--- src/rtl/gl_fetch_stream.sv ---
// Command-stream fetch: credit-limited BRAM reads, header/operand framing, prefetch FIFO to decode.
// Optional build macro GL_FETCH_SKIP_NOP_EN drops NOP (0x00) headers in the parser instead of delivering them.
module gl_fetch_stream #(
  parameter int                ADDR_W     = 32,
  parameter int                DATA_W     = 32,
  parameter logic [ADDR_W-1:0] TEXT_START = '0,
  parameter int                RD_LAT     = 1,
  parameter int                FIFO_DEPTH = 4
) (
  input  logic              clk,
  input  logic              reset,
  input  logic              start,
  input  logic              start_addr_sel,
  input  logic [ADDR_W-1:0] start_addr,
  output logic              mem_en,
  output logic [ADDR_W-1:0] mem_addr,
  input  logic [DATA_W-1:0] mem_rdata,
  output logic              cmd_valid,
  input  logic              cmd_ready,
  output logic [DATA_W-1:0] cmd_word,
  output logic              cmd_sop,
  output logic              cmd_eop,
  output logic [7:0]        cmd_len,
  output logic              busy,
  output logic              done
);

  localparam int PTR_W = $clog2(FIFO_DEPTH);
  localparam int CNT_W = $clog2(FIFO_DEPTH + 1);

  typedef enum logic [1:0] {
    S_IDLE  = 2'd0,
    S_RUN   = 2'd1,
    S_DRAIN = 2'd2,
    S_DONE  = 2'd3
  } state_t;

  typedef struct packed {
    logic [DATA_W-1:0] word;
    logic              sop;
    logic              eop;
    logic [7:0]        len;
  } entry_t;

  function automatic logic [7:0] hdr_len(input logic [7:0] op);
    case (op)
      8'h03, 8'h04:                      hdr_len = 8'd16;
      8'h11, 8'h13, 8'h16, 8'h17, 8'h18: hdr_len = 8'd68;
      8'h19:                             hdr_len = 8'd20;
      8'h1A:                             hdr_len = 8'd28;
      default:                           hdr_len = 8'd4;
    endcase
  endfunction

  state_t           state;
  entry_t           fifo_mem [FIFO_DEPTH];
  logic [PTR_W-1:0] wr_ptr, rd_ptr;
  logic [CNT_W-1:0] fifo_count, count_next, outstanding;
  logic [7:0]       remaining, rem_new, parse_len;
  logic [RD_LAT-1:0] vld_sr;
  logic             ret, is_hdr, end_hit, skip, push, pop, issue_next;
  logic [7:0]       opcode;

  // Parser, FIFO handshake and credit decision for the next issue slot.
  always_comb begin
    ret        = vld_sr[RD_LAT-1];
    opcode     = mem_rdata[7:0];
    is_hdr     = (remaining == 8'd0);
    parse_len  = 8'd0;
    rem_new    = remaining - 8'd1;
    if (is_hdr) begin
      parse_len = hdr_len(opcode);
      rem_new   = (hdr_len(opcode) >> 2) - 8'd1;
    end else begin
      parse_len = 8'd0;
    end
`ifdef GL_FETCH_SKIP_NOP_EN
    skip = is_hdr && (opcode == 8'h00);
`else
    skip = 1'b0;
`endif
    end_hit    = ret && is_hdr && (opcode == 8'hFF) && (state == S_RUN);
    push       = ret && (state == S_RUN) && !skip;
    pop        = cmd_valid && cmd_ready;
    count_next = fifo_count + CNT_W'(push) - CNT_W'(pop);
    issue_next = (state == S_RUN) && !end_hit &&
                 ((int'(outstanding) + int'(fifo_count)) < FIFO_DEPTH);
  end

  // Return tracker: a read issued with mem_en comes back RD_LAT cycles later.
  always_ff @(posedge clk) begin
    if (!reset) begin
      vld_sr <= '0;
    end else begin
      vld_sr[0] <= mem_en;
      for (int i = 1; i < RD_LAT; i++) vld_sr[i] <= vld_sr[i-1];
    end
  end

  // Prefetch FIFO storage and occupancy.
  always_ff @(posedge clk) begin
    if (!reset) begin
      wr_ptr     <= '0;
      rd_ptr     <= '0;
      fifo_count <= '0;
      cmd_valid  <= 1'b0;
      for (int i = 0; i < FIFO_DEPTH; i++) fifo_mem[i] <= '0;
    end else begin
      if (push) begin
        fifo_mem[wr_ptr] <= '{word: mem_rdata, sop: is_hdr, eop: (rem_new == 8'd0), len: parse_len};
        wr_ptr           <= wr_ptr + PTR_W'(1);
      end
      if (pop) rd_ptr <= rd_ptr + PTR_W'(1);
      fifo_count <= count_next;
      cmd_valid  <= (count_next != '0);
    end
  end

  assign cmd_word = fifo_mem[rd_ptr].word;
  assign cmd_sop  = fifo_mem[rd_ptr].sop;
  assign cmd_eop  = fifo_mem[rd_ptr].eop;
  assign cmd_len  = fifo_mem[rd_ptr].len;

  // Control FSM with read issue, outstanding count and frame tracking.
  always_ff @(posedge clk) begin
    if (!reset) begin
      state       <= S_IDLE;
      mem_en      <= 1'b0;
      mem_addr    <= TEXT_START;
      outstanding <= '0;
      remaining   <= 8'd0;
      busy        <= 1'b0;
      done        <= 1'b0;
    end else begin
      mem_en      <= issue_next;
      outstanding <= outstanding + CNT_W'(issue_next) - CNT_W'(ret);
      if (mem_en) mem_addr <= mem_addr + ADDR_W'(4);
      if (ret && (state == S_RUN)) remaining <= rem_new;
      case (state)
        S_IDLE, S_DONE: begin
          if (start) begin
            state       <= S_RUN;
            mem_addr    <= start_addr_sel ? start_addr : TEXT_START;
            outstanding <= '0;
            remaining   <= 8'd0;
            busy        <= 1'b1;
            done        <= 1'b0;
          end
        end
        S_RUN: begin
          if (end_hit) state <= S_DRAIN;
        end
        S_DRAIN: begin
          // Speculative reads past END still return; wait them out before DONE.
          if ((fifo_count == '0) && (outstanding == '0)) begin
            state <= S_DONE;
            busy  <= 1'b0;
            done  <= 1'b1;
          end
        end
        default: begin
          state <= S_IDLE;
          busy  <= 1'b0;
          done  <= 1'b0;
        end
      endcase
    end
  end

endmodule

--- config.mk ---
export PLATFORM = sky130hd
export DESIGN_NAME = gl_fetch_stream
export DESIGN_NICKNAME = d
export VERILOG_FILES = /design/src/rtl/gl_fetch_stream.sv
export SDC_FILE = /design/constraint.sdc
export NUM_CORES = 1
export LEC_CHECK = 0
export ABC_CLOCK_PERIOD_IN_PS = 5800
export BUFFER_PORTS_ARGS = -buffer_cell sky130_fd_sc_hd__buf_2
export CORE_MARGIN = 5
export CORE_UTILIZATION = 55
export CTS_BUF_LIST = sky130_fd_sc_hd__clkbuf_4 sky130_fd_sc_hd__clkbuf_8
export CTS_CLUSTER_DIAMETER = 100
export CTS_CLUSTER_SIZE = 12
export DETAILED_ROUTE_END_ITERATION = 12
export PLACE_DENSITY = 0.87
export SLEW_MARGIN = 20
export SYNTH_ARGS = -nofsm -noshare
export SYNTH_HDL_FRONTEND = slang
export SYNTH_SLANG_ARGS = --single-unit
--- constraint.sdc ---
create_clock -name clk -period 5.8 [get_ports clk]
set_input_delay 1.16 -clock clk [delete_from_list [all_inputs] [get_ports clk]]
set_output_delay 1.16 -clock clk [all_outputs]
set_load 0.02 [all_outputs]
Word level (Yosys, flattened, before mapping)

Memories as Yosys holds them, arrays and structs flattened. A register that Yosys moved wholly into a read port is not among the register bits.
Cells that the tools add are included.

Equal/unequal tests: 7
Muxes and demuxes: 33
Reductions and logical operators: 21
Add/subtract/negate cells: 10
Order comparisons: 1

Operator list:

| cell                                                                  | count |
|---|---|
| 32-bit 2-to-1 mux                                                     | 4 |
| 8-bit 2-to-1 mux                                                      | 8 |
| 42-bit 2-to-1 mux                                                     | 1 |
| 42-bit OR reduction                                                   | 1 |
| 32-bit by 3-bit adder with 32-bit output (second input constant)      | 1 |
| 8-bit zero test                                                       | 2 |
| 2-bit 2-to-1 mux                                                      | 6 |
| 3-bit zero test                                                       | 3 |
| 1-bit 2-to-1 mux                                                      | 9 |
| 8-bit equality test (second input constant)                           | 1 |
| 1-bit logical AND                                                     | 8 |
| 8-bit by 1-bit subtractor with 8-bit output (second input constant)   | 1 |
| 6-bit by 1-bit subtractor with 7-bit output (second input constant)   | 1 |
| 3-bit by 1-bit adder with 3-bit output                                | 2 |
| 3-bit 2-to-1 mux                                                      | 2 |
| 2-bit inequality test (second input constant)                         | 3 |
| 2-bit one-hot mux with 3 select lines                                 | 1 |
| 3-bit AND reduction                                                   | 2 |
| 3-bit by 1-bit subtractor with 3-bit output                           | 2 |
| 2-bit by 1-bit adder with 2-bit output (second input constant)        | 2 |
| 3-bit by 3-bit adder with 4-bit output                                | 1 |
| 2-bit equality test (second input constant)                           | 2 |
| 4-bit by 3-bit < comparator with 1-bit output (second input constant) | 1 |
| 1-bit one-hot mux with 2 select lines                                 | 2 |
| other kinds (6)                                                       | 6 |

Memory bits (writable): 168
Register bits after elaboration: 57
ROM bits: 256
Input bits: 69
Logic and storage cells: 87
Memories: 3

Memories:

| name            | depth | bits a word | rd ports | clocked after memory_dff | wr ports | line | text |
|---|---|---|---|---|---|---|---|
| fifo_mem        | 4     | 42          | 1        | 1                        | 4        | 56   | `entry_t fifo_mem [FIFO_DEPTH];` |
| (no name shown) | 32    | 4           | 1        | 0                        | 0        | 46   | `case (op)` |
| (no name shown) | 32    | 4           | 1        | 0                        | 0        | 46   |  |

Longest topological paths before layout

Gate-level depths: netlist of run 1.

Depth after elaboration: 11
Depth in mapped cells: 14
Gate-level depth less buffers: 14

Worst setup path before layout of run 1

OpenSTA, ideal clock, no wires.

Kind: input to register
Start point: input port mem_rdata[3]
End point: register outstanding[2]
Arrival: 3.218 ns
Path buffers: 1
Setup slack: 2.455 ns
Setup time: 0.127 ns
Stages: 12
Cells stage by stage: clkbuf_1 -> nand4_1 -> o31ai_1 -> a311o_1 -> ha_1 -> inv_1 -> ha_1 -> inv_1 -> fa_1 -> xor2_1 -> xnor2_1 -> nor2_1

Longest elaborated chain between the ends: 10

RTL lines:

| element                                         | line | text |
|---|---|---|
| from (decl)                                     | 17   | `input logic [DATA_W-1:0] mem_rdata,` |
| 8-bit equality test (*)                         | 82   | `end_hit = ret && is_hdr && (opcode == 8'hFF) && (state == S_RUN);` |
| 1-bit logical AND (*) (2 in series)             | 82   |  |
| 1-bit zero test (*)                             | 86   | `issue_next = (state == S_RUN) && !end_hit &&` |
| 1-bit logical AND (*) (2 in series)             | 86   |  |
| 3-bit by 1-bit adder with 3-bit output (*)      | 136  | `outstanding <= outstanding + CNT_W'(issue_next) - CNT_W'(ret);` |
| 3-bit by 1-bit subtractor with 3-bit output (*) | 136  |  |
| 3-bit 2-to-1 mux                                | 141  | `if (start) begin` |
| 3-bit 2-to-1 mux (*)                            | 139  | `case (state)` |
| to (signal assigned)                            | 136  |  |
| to (decl)                                       | 58   | `logic [CNT_W-1:0] fifo_count, count_next, outstanding;` |

Mark *: on every way between the ends. The rest lies on a longest branch, timed or not.
A chain may end at the register's enable or synchronous reset.

==> results of run 1 <==
## placed cells by master (no fill, tap or decap), types with 3 or more instances in the layout
cell type  count
clkbuf_4      14
conb_1         4
nor4_1         4
nand2_2        5
nor3_1        15
nand4_1       12
nor2_1        47
ha_1          17
mux2i_1        3
nand3_1       18
and2_1        98
inv_1         18
dfxtp_1       57
nor3b_1        4
mux4_2        38
xnor2_1       14
buf_4          5
and4_1         5
o21ai_1        3
o21ai_0       34
edfxtp_1     152
and3_1        34
a21oi_1       10
nand2_1       57
buf_2        142
xor2_1        25
clkbuf_8      21
## stage by stage
step	utilization [%]	total power [µW]	std cells	setup WS, ns
after floorplan	-	2340	775	2.45
after global placement	61.0	2540	1097	1.89
after detailed placement	61.0	2560	1097	1.75
after CTS	63.4	3480	1134	1.94
after global routing	63.4	3610	1134	1.72
final	63.4	3450	1134	2.03
## critical path, cell delays in order, from the launching register on
cell and delay (ns):
dfxtp_2 0.76, buf_4 0.49, mux4_2 0.61, buf_2 0.19
## kinds of logic (layout without fill, tap and decap cells)
kind of cell / Yosys count / count (layout) / share of synthesized area (%)
simple gates: 323 / 323 / 18.3
flops: 211 / 211 / 59.0
compound gates: 69 / 69 / 4.44
buf+inv: 68 / 202 / 2.91
mux: 42 / 42 / 9.22
xor+xnor: 39 / 39 / 3.51
fa+ha+maj: 19 / 19 / 2.60
other cells: 1 / 4 / 0.0385
## report_power, final
group	switching, µW	leakage, µW	internal (µW)	total, µW
Sequential	106	0.00205	1720	1830
Combinational	401	0.00212	295	695
Clock	493	0.000220	430	924
Total	1000	0.00439	2450	3450
## flip-flops by register name, summed over array words and instances, names as in the netlist, 2 cells and up, named ones only
signal	flops
fifo_count	3
fifo_mem	152
mem_addr	32
outstanding	3
rd_ptr	2
remaining	8
state	2
wr_ptr	2
## layout make-up
type / count / area, µm² / area share, %
multi-input combinational: 496 / 3750 / 34.1
clock buffer: 35 / 394 / 3.58
timing repair buffer: 147 / 748 / 6.80
clock inverter: 2 / 13.8 / 0.125
inverter: 18 / 67.6 / 0.614
tap: 225 / 282 / 2.56
sequential: 211 / 5750 / 52.2
## metal layers
layer | part of all wire [%] | up-vias | track usage [%]
met5 | 0 | - | 0
met4 | 2.0 | 0 | 5.45
met3 | 8.4 | 31 | 3.88
met2 | 50 | 284 | 36.6
met1 | 40 | 3145 | 28.1
li1 | - | 3040 | -
## worst max-delay path by stage
stage,startpoint,end,slack (ns),depth (start not counted)
after global placement,reset,fifo_mem[2][22],1.89,5
after global routing,remaining[0],outstanding[2],1.72,14
after CTS,flip-flop,cmd_sop,1.94,3
final,flip-flop,cmd_eop,2.03,3
after floorplan,mem_rdata[3],outstanding[2],2.45,12
after detailed placement,reset,fifo_mem[2][40],1.75,5
==> key figures, run 1 <==
Routing
  • Routed WL: roughly 21 mm
  • Via/cell ratio: 5.73
  • Total number of vias: between 6000 and 7000
  • Routed Antenna Nets: 0
  • DRT iter0 DRCs: 592
  • Drt pass-1 iters: 7
  • Avg WL per Cell: about 19 µm
  • Drc violations: 0

Timing
  • Final Hold Fails: 0
  • Slew headroom: between 30 and 40%
  • Setup violators final: 0
  • Fin crit share: around two thirds
  • Clock period minus worst slack: between 3 and 4 ns
  • Max Slew Vio Count: 0
  • FMAX: 0.265 GHz
  • Clock skew: 0.0183 ns
  • Setup_tns: 0 ns
  • Worst-margin pin slew: about 1.0 ns
  • Unrepaired setup endpoints after global routing: no
  • Final Hold Slack: around 0.5 ns

Logic synthesis
  • Post-synth EDFFs: 152
  • Sequential fraction of the synthesis area: roughly 60%
  • Commonest cells in the netlist: 152 x edfxtp_1, 98 x and2_1, 62 x nand2_1, 59 x dfxtp_1, 48 x nor2_1
  • FF+latch count, synth: around 210
  • Yosys cell types: between 50 and 60
  • Share of the synthesized area in the top cell type: between 40% and 50%
  • Synth Cell Area: roughly 10000 µm²
  • Largest area contributor in the netlist: edfxtp_1
  • Syn Area/Cell: approximately 13 µm²
  • FFs w/ async S/R, synth: 0%
  • Main area contributors after synthesis: edfxtp_1 47%, dfxtp_1 12%, mux4_2 8.8%
  • Count leader, synth: edfxtp_1
  • Post-synth top flop: edfxtp_1
  • Cells after synthesis: 772
  • Synth Warn #: 0

Die
  • Core Region: 17400 µm²
  • Site Rows: 48
  • Ports: ~150
  • Die width: around 140 µm
  • Height of the chip: between 100 and 150 µm
  • Die Area: 20500 µm²
  • Initial Util: 56.1%

Clock tree
  • TritonCTS clock tree: done
  • Clock buffer count from CTS: 21
  • Worst-Skew Late Latency: approximately 0.54 ns
  • Root buffer cell: clkbuf_8
  • Clock-pin slew on the worst setup and hold paths: about 0.08 ns
  • Post-CTS setup repair buffer count: 0
  • H-tree depth: 1
  • Clock Path Buffers: 3
  • Clock sinks: 211
  • Resized cells post-CTS: 0
  • Post-CTS Hold Buffers: 0

Global routing
  • Largest net degree at the start of global routing: 44
  • Grt ovf: 0
  • Antenna violations before repair: 0
  • Gr usage total: about a fifth
  • Global-route wire length before repair: between 30 and 40 mm
  • Number of global-route vias before repair: between 6000 and 7000

Hold path
  • Cell depth of the worst hold path: 1
  • Hold Startpoint: mem_addr[0]
  • Min-Delay Endpoint: mem_addr[0]
  • Hold Path Class: flip-flop to flip-flop

Job
  • Max cap viols: 0

Pwr
  • Pleak: 0.00439 µW
  • Cell Pwr Density: between 300 and 400 nW/µm²
  • VDD IR max: approximately 230 µV

Finish
  • Area delta synth->final: 13.1%
  • Ant diodes: 0
  • Layout cell share with drive strength beyond 1: 27.0%
  • Final nets: between 900 and 1000
  • Fillers: roughly 1300
  • Fin area: ~11000 µm²

Place
  • Placed Area: about 11000 µm²
  • GP Congestion: slightly above 0.9
  • Hpwl dp: approximately 14 mm
  • Port Buf Inserts: 142

Setup path
  • WP data arrival: between 2 and 3 ns
  • R2r endpoint: outstanding[2]
  • CP Launch Type: flip-flop
  • CP max FO: 20
  • Crit. End Element: primary output
  • FF-to-FF setup slack: between 2 and 2.5 ns
  • CP Class: flip-flop to primary output
  • R2R depth: 14
  • Origin of the critical flop-to-flop path: remaining[0]
  • CP required: 4.64 ns

Run status
  • Outcome: complete, no violations
No activity file was read; power rests on OpenSTA's default activity.
==> run 2, diff against run 1 <==
--- a/config.mk
+++ b/config.mk
@@ -5,7 +5,8 @@
 export SDC_FILE = /design/constraint.sdc
 export NUM_CORES = 1
 export LEC_CHECK = 0
-export ABC_CLOCK_PERIOD_IN_PS = 5800
+export ABC_AREA = 1
+export ABC_CLOCK_PERIOD_IN_PS = 3840
 export BUFFER_PORTS_ARGS = -buffer_cell sky130_fd_sc_hd__buf_2
 export CORE_MARGIN = 5
 export CORE_UTILIZATION = 55
==> constraint.sdc (replaced) <==
create_clock -name clk -period 3.84 [get_ports clk]
set_input_delay 0.768 -clock clk [delete_from_list [all_inputs] [get_ports clk]]
set_output_delay 0.768 -clock clk [all_outputs]
set_load 0.02 [all_outputs]
==> run 2 against run 1 <==
  * Core utilization down 0.70 points
  * Via count is 26% higher
  * Hold slack worse by 0.026 ns
  * Largest cell class unchanged
  * Largest power group unchanged
  * Highest routed layer unchanged
==> key figures, run 2 <==
Logic synthesis
  • Post-synth top flop: edfxtp_1
  • Yosys cell types: 42 (-29%)
  • Post-synth EDFFs: 152 (unchanged)
  • FFs w/ async S/R, synth: 0% (unchanged)
  • Largest area contributor in the netlist: edfxtp_1
  • FF+latch count, synth: 211 (unchanged)
  • Share of the synthesized area in the top cell type: 45.9% (-1.0 points)
  • Synth Warn #: 0 (unchanged)
  • Count leader, synth: nor2_1
  • Main area contributors after synthesis: edfxtp_1 46%, dfxtp_1 12%, nor2_1 9.1%
  • Synth Cell Area: 9950 µm² (+2.2%)
  • Commonest cells in the netlist: 242 x nor2_1, 152 x edfxtp_1, 115 x nand2_1, 105 x inv_1, 102 x o21ai_0
  • Syn Area/Cell: 9.05 µm² (-28%)
  • Sequential fraction of the synthesis area: 57.7% (-1.3 points)
  • Cells after synthesis: 1099 (+42%)

Timing
  • Final Hold Slack: 0.462 ns (-0.0260 ns)
  • Setup violators final: 0 (unchanged)
  • Worst-margin pin slew: 0.880 ns (-0.148 ns)
  • Clock skew: 0.0232 ns (+0.00496 ns)
  • Clock period minus worst slack: between 3 and 4 ns
  • Max Slew Vio Count: 0 (unchanged)
  • Fin crit share: roughly 83%
  • Final Hold Fails: 0 (unchanged)
  • Slew headroom: 41.3% (+10 points)
  • Setup WS post-layout: 0.658 ns (-1.37 ns)
  • Setup_tns: 0 ns (unchanged)
  • Unrepaired setup endpoints after global routing: no
  • FMAX: around 0.31 GHz

Routing
  • Drc violations: 0 (unchanged)
  • Routed WL: 24.4 mm (+14%)
  • Total number of vias: 8192 (+26%)
  • Drt pass-1 iters: 4 (-3)
  • Routed Antenna Nets: 0 (unchanged)
  • DRT iter0 DRCs: 646 (+9.1%)
  • Via/cell ratio: 5.58 (-2.6%)
  • Avg WL per Cell: 16.6 µm (-12%)

Pwr
  • VDD IR max: 271 µV (+20%)
  • Pleak: 0.00483 µW (+10%)
  • Total power: 5560 µW (+61%)
  • Cell Pwr Density: 495 nW/µm² (+58%)

Setup path
  • Cells along the critical path: inv_2 -> buf_4 -> o21ai_0 -> o22ai_1 -> buf_2
  • CP Class: flip-flop to primary output
  • CP max FO: 53 (+170%)
  • WP data arrival: 2.41 ns (-0.20 ns)
  • Slowest stage delay, CP: 0.63 ns (-0.13 ns)
  • R2R depth: 13 (-1)
  • CP Launch Type: flip-flop
  • CP required: 3.07 ns (-1.57 ns)
  • Crit-path slowest cell: inv_2
  • Crit. End Element: primary output

Finish
  • Biggest regs: fifo_mem x152, mem_addr x32, remaining x8
  • Most frequent cells in the layout: 242 x nor2_1, 152 x edfxtp_1, 142 x buf_2
  • Most flops, register: fifo_mem
  • Final nets: 1312 (+33%)
  • Layout cell share with drive strength beyond 1: 18.0% (-8.9 points)
  • Most common library cell in the layout ignoring fill and taps: nor2_1
  • Fillers: 1436 (+15%)
  • Largest register FFs: 152 (unchanged)
  • Post-Layout Cell Count: 1467 (+29%)
  • Area delta synth->final: 12.8%

Clock tree
  • Worst-Skew Late Latency: 0.53 ns (about the same)
  • Root buffer cell: clkbuf_8
  • Clock-pin slew on the worst setup and hold paths: 0.08 ns (about the same)
  • H-tree depth: 1 (unchanged)
  • Clock Path Buffers: 3 (unchanged)
  • Post-CTS setup repair buffer count: 0 (unchanged)
  • Clock sinks: 211 (unchanged)
  • Clock buffer count from CTS: 21 (unchanged)
  • Post-CTS Hold Buffers: 0 (unchanged)
  • TritonCTS clock tree: done
  • Resized cells post-CTS: 0 (unchanged)

Place
  • Hpwl dp: 15.6 mm (+11%)
  • DP Worst Slack: 0.947 ns (-0.799 ns)
  • Cells after DPL: 1430 (+30%)
  • Port Buf Inserts: 142 (unchanged)
  • GP Congestion: 0.915 (about the same)

Global routing
  • Grt ovf: 0 (unchanged)
  • Gr usage total: 22.9% (+1.7 points)
  • Antenna violations before repair: 0 (unchanged)
  • Number of global-route vias before repair: 7966 (+22%)
  • Global-route wire length before repair: 38.7 mm (+13%)
  • Largest net degree at the start of global routing: 77 (+75%)

Run status
  • Outcome: complete, no violations

Die
  • Height of the chip: 145 µm (+1.0%)
  • Die Area: 20900 µm² (+2.1%)
  • Site Rows: 49 (+2.1%)
  • Core Region: 17900 µm² (+3.1%)
  • Initial Util: 55.6% (-0.49 points)
  • Die width: 145 µm (+1.0%)
  • Ports: 147 (unchanged)

Hold path
  • Cell depth of the worst hold path: 1 (unchanged)
  • Hold Path Class: flip-flop to flip-flop

Job
  • Max cap viols: 0 (unchanged)
-- run 2: routing by layer --
metal  vias up  track usage (%)  wire [µm]
li1       3957                -          -
met1      3780             30.4       9810
met2       401             38.2      11600
met3        54             4.53       2370
met4         0             7.56        608
met5         -                0          0
-- run 2: final timing paths --
| path | to | start | slack [ns] |
|---|---|---|---|
| max | cmd_word[24] | flip-flop | 0.66 |
| max reg2reg | outstanding[1] | remaining[0] | 1.19 |
| min | mem_addr[0] | mem_addr[0] | 0.46 |
| min reg2reg | mem_addr[0] | mem_addr[0] | 0.46 |
-- run 2: critical path, delay by kind of cell (launching register included) --
kind / cells / cell delay, ns
flops: 1 / 0.34
compound gates: 2 / 0.30
buf+inv: 3 / 1.23
-- run 2: final cells by class --
type / count / area, µm² / share of cell area (%)
clock inverter: 1 / 7.51 / 0.0669
multi-input combinational: 720 / 3540 / 31.5
tap: 229 / 287 / 2.55
clock buffer: 35 / 394 / 3.51
antenna: 1 / 2.50 / 0.0223
timing repair buffer: 158 / 831 / 7.40
sequential: 211 / 5750 / 51.2
inverter: 112 / 420 / 3.75
-- run 2: report_power, final --
| group | switching, µW | internal, µW | total (µW) |
|---|---|---|---|
| logic | 973 | 452 | 1420 |
| clock network | 743 | 647 | 1390 |
| registers | 135 | 2610 | 2740 |
| total | 1850 | 3700 | 5560 |
-- run 2: kinds of logic (layout without fill, tap and decap cells) --
| group | count (synthesis) | count (layout) | synth area share (%) |
|---|---|---|---|
| flip-flops | 211 | 211 | 57.7 |
| AO/OA/AOI/OAI | 190 | 190 | 10.6 |
| other | 1 | 5 | 0.0377 |
| AND/OR/NAND/NOR | 498 | 498 | 21.5 |
| adder cells (fa/ha/maj) | 19 | 19 | 2.54 |
| XOR/XNOR | 9 | 9 | 0.792 |
| buffers and inverters | 171 | 306 | 6.84 |
-- run 2: metrics by stage --
step           instance area, µm²  utilization (%)
2_1_floorplan                9960                -
3_3_place_gp                10800             60.4
3_5_place_dp                10800             60.4
4_1_cts                     11200             62.7
5_1_grt                     11200             62.7
6_report                    11200             62.7
==> run 3, diff against run 2 <==
--- a/config.mk
+++ b/config.mk
@@ -5,16 +5,16 @@
 export SDC_FILE = /design/constraint.sdc
 export NUM_CORES = 1
 export LEC_CHECK = 0
-export ABC_AREA = 1
-export ABC_CLOCK_PERIOD_IN_PS = 3840
+export ABC_AREA = 0
+export ABC_CLOCK_PERIOD_IN_PS = 2750
 export BUFFER_PORTS_ARGS = -buffer_cell sky130_fd_sc_hd__buf_2
 export CORE_MARGIN = 5
-export CORE_UTILIZATION = 55
+export CORE_UTILIZATION = 53
 export CTS_BUF_LIST = sky130_fd_sc_hd__clkbuf_4 sky130_fd_sc_hd__clkbuf_8
 export CTS_CLUSTER_DIAMETER = 100
 export CTS_CLUSTER_SIZE = 12
 export DETAILED_ROUTE_END_ITERATION = 12
-export PLACE_DENSITY = 0.87
+export PLACE_DENSITY = 0.88
 export SLEW_MARGIN = 20
 export SYNTH_ARGS = -nofsm -noshare
 export SYNTH_HDL_FRONTEND = slang
==> constraint.sdc (replaced) <==
create_clock -name clk -period 2.75 [get_ports clk]
set_input_delay 0.55 -clock clk [delete_from_list [all_inputs] [get_ports clk]]
set_output_delay 0.55 -clock clk [all_outputs]
set_load 0.02 [all_outputs]
==> run 3 against run 2 <==
  * Global-route usage down 2.1 points
  * Largest power group unchanged
  * Clock power is 40% higher
  * Die area rose by 1.4%
  * Core utilization rose by 1.2 points
  * Total power grew 34%
  * Critical path type is now flip-flop to flip-flop
  * Largest cell class unchanged
  * Hold slack got worse by 0.24 ns
  * Wire length decreased by 7.2%
  * Flip-flop and latch count unchanged
  * Highest routed layer is now met5
==> key figures, run 3 (synthesis gave the netlist of run 1 again) <==
Finish
  • Most flops, register: fifo_mem
  • Multi-input gate area: 3810 µm² (+7.7%)
  • Most common library cell in the layout ignoring fill and taps: edfxtp_1
  • Storage cell area: 5760 µm² (+0.15%)
  • Area delta synth->final: 18.4%
  • Post-Layout Cell Count: 1188 (-19%)
  • Largest register FFs: 152 (unchanged)
  • Fillers: 1273 (-11%)
  • Biggest regs: fifo_mem x152, mem_addr x32, remaining x8
  • Final nets: 1032 (-21%)
  • Most frequent cells in the layout: 152 x edfxtp_1, 142 x buf_2, 98 x and2_1
  • Layout cell share with drive strength beyond 1: 31.8% (+14 points)

Routing
  • DRT iter0 DRCs: 512 (-21%)
  • Via/cell ratio: 5.75 (+3.0%)
  • Routed Antenna Nets: 0 (unchanged)
  • Drc violations: 0 (unchanged)
  • Drt pass-1 iters: 5 (+1)
  • Routed WL: 22.6 mm (-7.2%)
  • Avg WL per Cell: 19.0 µm (+15%)
  • Total number of vias: 6833 (-17%)

Setup path
  • Cells along the critical path: inv_2 -> ha_4 -> nor3b_4 -> nand2_2 -> o31ai_4 -> a311o_1 -> ha_1 -> inv_2 -> ha_4 -> inv_2 -> fa_2 -> xor2_2 -> xnor2_1 -> nor2_1
  • CP required: 3.17 ns (+0.10 ns)
  • FF-to-FF setup slack: 0.09 ns (-1.10 ns)
  • Buf/Inv on CP: 3 (unchanged)
  • CP Class: flip-flop to flip-flop
  • Crit-path slowest cell: fa_2
  • Critical path's top delay family: adder cells
  • CP max FO: 3 (-94%)
  • R2R depth: 14 (+1)
  • WP data arrival: 3.09 ns (+0.68 ns)
  • Crit. End Element: flip-flop
  • CP Launch Type: flip-flop
  • CP dominant cell by count: inv_2
  • R2r endpoint: outstanding[2]
  • Slowest stage delay, CP: 0.37 ns (-0.26 ns)
  • Setup crit start: remaining[0]
  • Origin of the critical flop-to-flop path: remaining[0]

Clock tree
  • Clock sinks: 211 (unchanged)
  • Root buffer cell: clkbuf_8
  • Clock Path Buffers: 3 (unchanged)
  • Clock-pin slew on the worst setup and hold paths: 0.09 ns (about the same)
  • Worst-Skew Late Latency: 0.52 ns (about the same)
  • TritonCTS clock tree: done
  • H-tree depth: 1 (unchanged)
  • Clock buffer count from CTS: 21 (unchanged)

Place
  • Port Buf Inserts: 142 (unchanged)
  • GP Congestion: 0.876 (-4.2%)
  • Cells after DPL: 1145 (-20%)
  • Hpwl dp: 15.1 mm (-3.0%)

Hold path
  • Hold Startpoint: start_addr[23]
  • Hold Path Class: input pin to flip-flop
  • Min-Delay Endpoint: mem_addr[23]
  • Cell depth of the worst hold path: 3 (+2)

Timing
  • Clock skew: 0.0179 ns (-0.00530 ns)
  • Clock period minus worst slack: 2.66 ns
  • Final Hold Slack: 0.219 ns (-0.243 ns)
  • Final Hold Fails: 0 (unchanged)
  • Setup violators final: 0 (unchanged)
  • Max Slew Vio Count: 0 (unchanged)
  • FMAX: 0.376 GHz
  • Worst-margin pin slew: 0.610 ns (-0.270 ns)
  • Fin crit share: 96.8%
  • Slew headroom: 59.3% (+18 points)

Pwr
  • Total power: 7450 µW (+34%)
  • VDD IR max: 461 µV (+70%)
  • Cell Pwr Density: 647 nW/µm² (+31%)
  • Pleak: 0.00466 µW (-3.6%)

Global routing
  • Number of global-route vias before repair: 7033 (-12%)
  • Antenna violations before repair: 1 (+1)
  • Gr usage total: 20.8% (-2.1 points)
  • Global-route wire length before repair: 36.4 mm (-6.0%)
  • Grt ovf: 0 (unchanged)
  • Largest net degree at the start of global routing: 44 (-43%)

Die
  • Die width: 146 µm (+0.70%)
  • Initial Util: 54.0% (-1.6 points)
  • Core Region: 18000 µm² (+0.68%)
  • Site Rows: 49 (unchanged)
  • Ports: 147 (unchanged)
  • Height of the chip: 146 µm (+0.70%)
  • Die Area: 21200 µm² (+1.4%)

Run status
  • Outcome: complete, no violations

Job
  • Max cap viols: 0 (unchanged)
==> run 3: changes by cell type in the layout (fill, tap and decap cells not counted), sizes merged, moves of 34 or more <==
cell	before	now
nand2	118	62
nand3	58	18
nor2	254	49
inv	111	18
o21ai	104	37
o22ai	38	0
mux4	0	38
and3	1	35
and2	0	98
buf	158	196
==> run 3: through the flow <==
| stage | instance area, µm² | setup TNS (ns) | setup WS (ns) | util, % |
|---|---|---|---|---|
| 3_3_place_gp | 11000 | -0.190 | -0.0514 | 61.1 |
| 5_1_grt | 11500 | -0.0328 | -0.0328 | 63.9 |
| 4_1_cts | 11400 | 0 | 0.0189 | 63.5 |
| 3_5_place_dp | 11000 | -1.05 | -0.241 | 61.1 |
| 2_1_floorplan | 9770 | -0.874 | -0.0230 | - |
| 6_report | 11500 | 0 | 0.0883 | 63.9 |
==> run 3: timing repair <==
item | 4_1_cts | 5_1_grt
hold buffers | 0 | 0
pin swaps | 3 | 5
setup buffers | 1 | 4
setup endpoints to repair | 1 | 1
gates resized for setup | 3 | 14
endpoints found under the hold margin | 0 | 0
==> run 3: routing by layer <==
layer | vias to the layer above | GRT usage [%] | part of all wire (%)
li1 | 3143 | - | -
met1 | 3333 | 26.4 | 38
met2 | 312 | 37.1 | 52
met3 | 43 | 4.55 | 8.5
met4 | 2 | 4.24 | 1.8
met5 | - | 0 | 0.058
==> run 3: worst max-delay path by stage <==
stage                 endpoint  slack [ns]  depth (start not counted)
2_1_floorplan  fifo_mem[0][10]       -0.02                          7
3_3_place_gp    fifo_mem[0][8]       -0.05                         12
3_5_place_dp    fifo_mem[0][8]       -0.24                         11
4_1_cts         outstanding[2]        0.02                         11
5_1_grt         outstanding[2]       -0.03                         14
6_report        outstanding[2]        0.09                         14
==> run 3: worst register-to-register path: cells and delay by family (launching register included) <==
family,cells,cell delay (ns)
AND/OR/NAND/NOR,3,0.31
adder cells (fa/ha/maj),4,0.96
AO/OA/AOI/OAI,2,0.42
flip-flops,1,0.34
XOR/XNOR,2,0.37
buffers and inverters,3,0.15
==> run 3: area by class of cell <==
type                       instances  share of cell area [%]
antenna                            1                  0.0217
tap                              229                    2.49
clock buffer                      35                    3.42
multi-input combinational        496                    33.1
inverter                          18                   0.586
timing repair buffer             196                    10.3
clock inverter                     2                   0.130
sequential                       211                    50.0
==> run 3: report_power, final <==
part | switching (µW) | internal [µW] | total (µW)
logic | 960 | 740 | 1700
registers | 182 | 3630 | 3810
clock network | 1030 | 908 | 1940
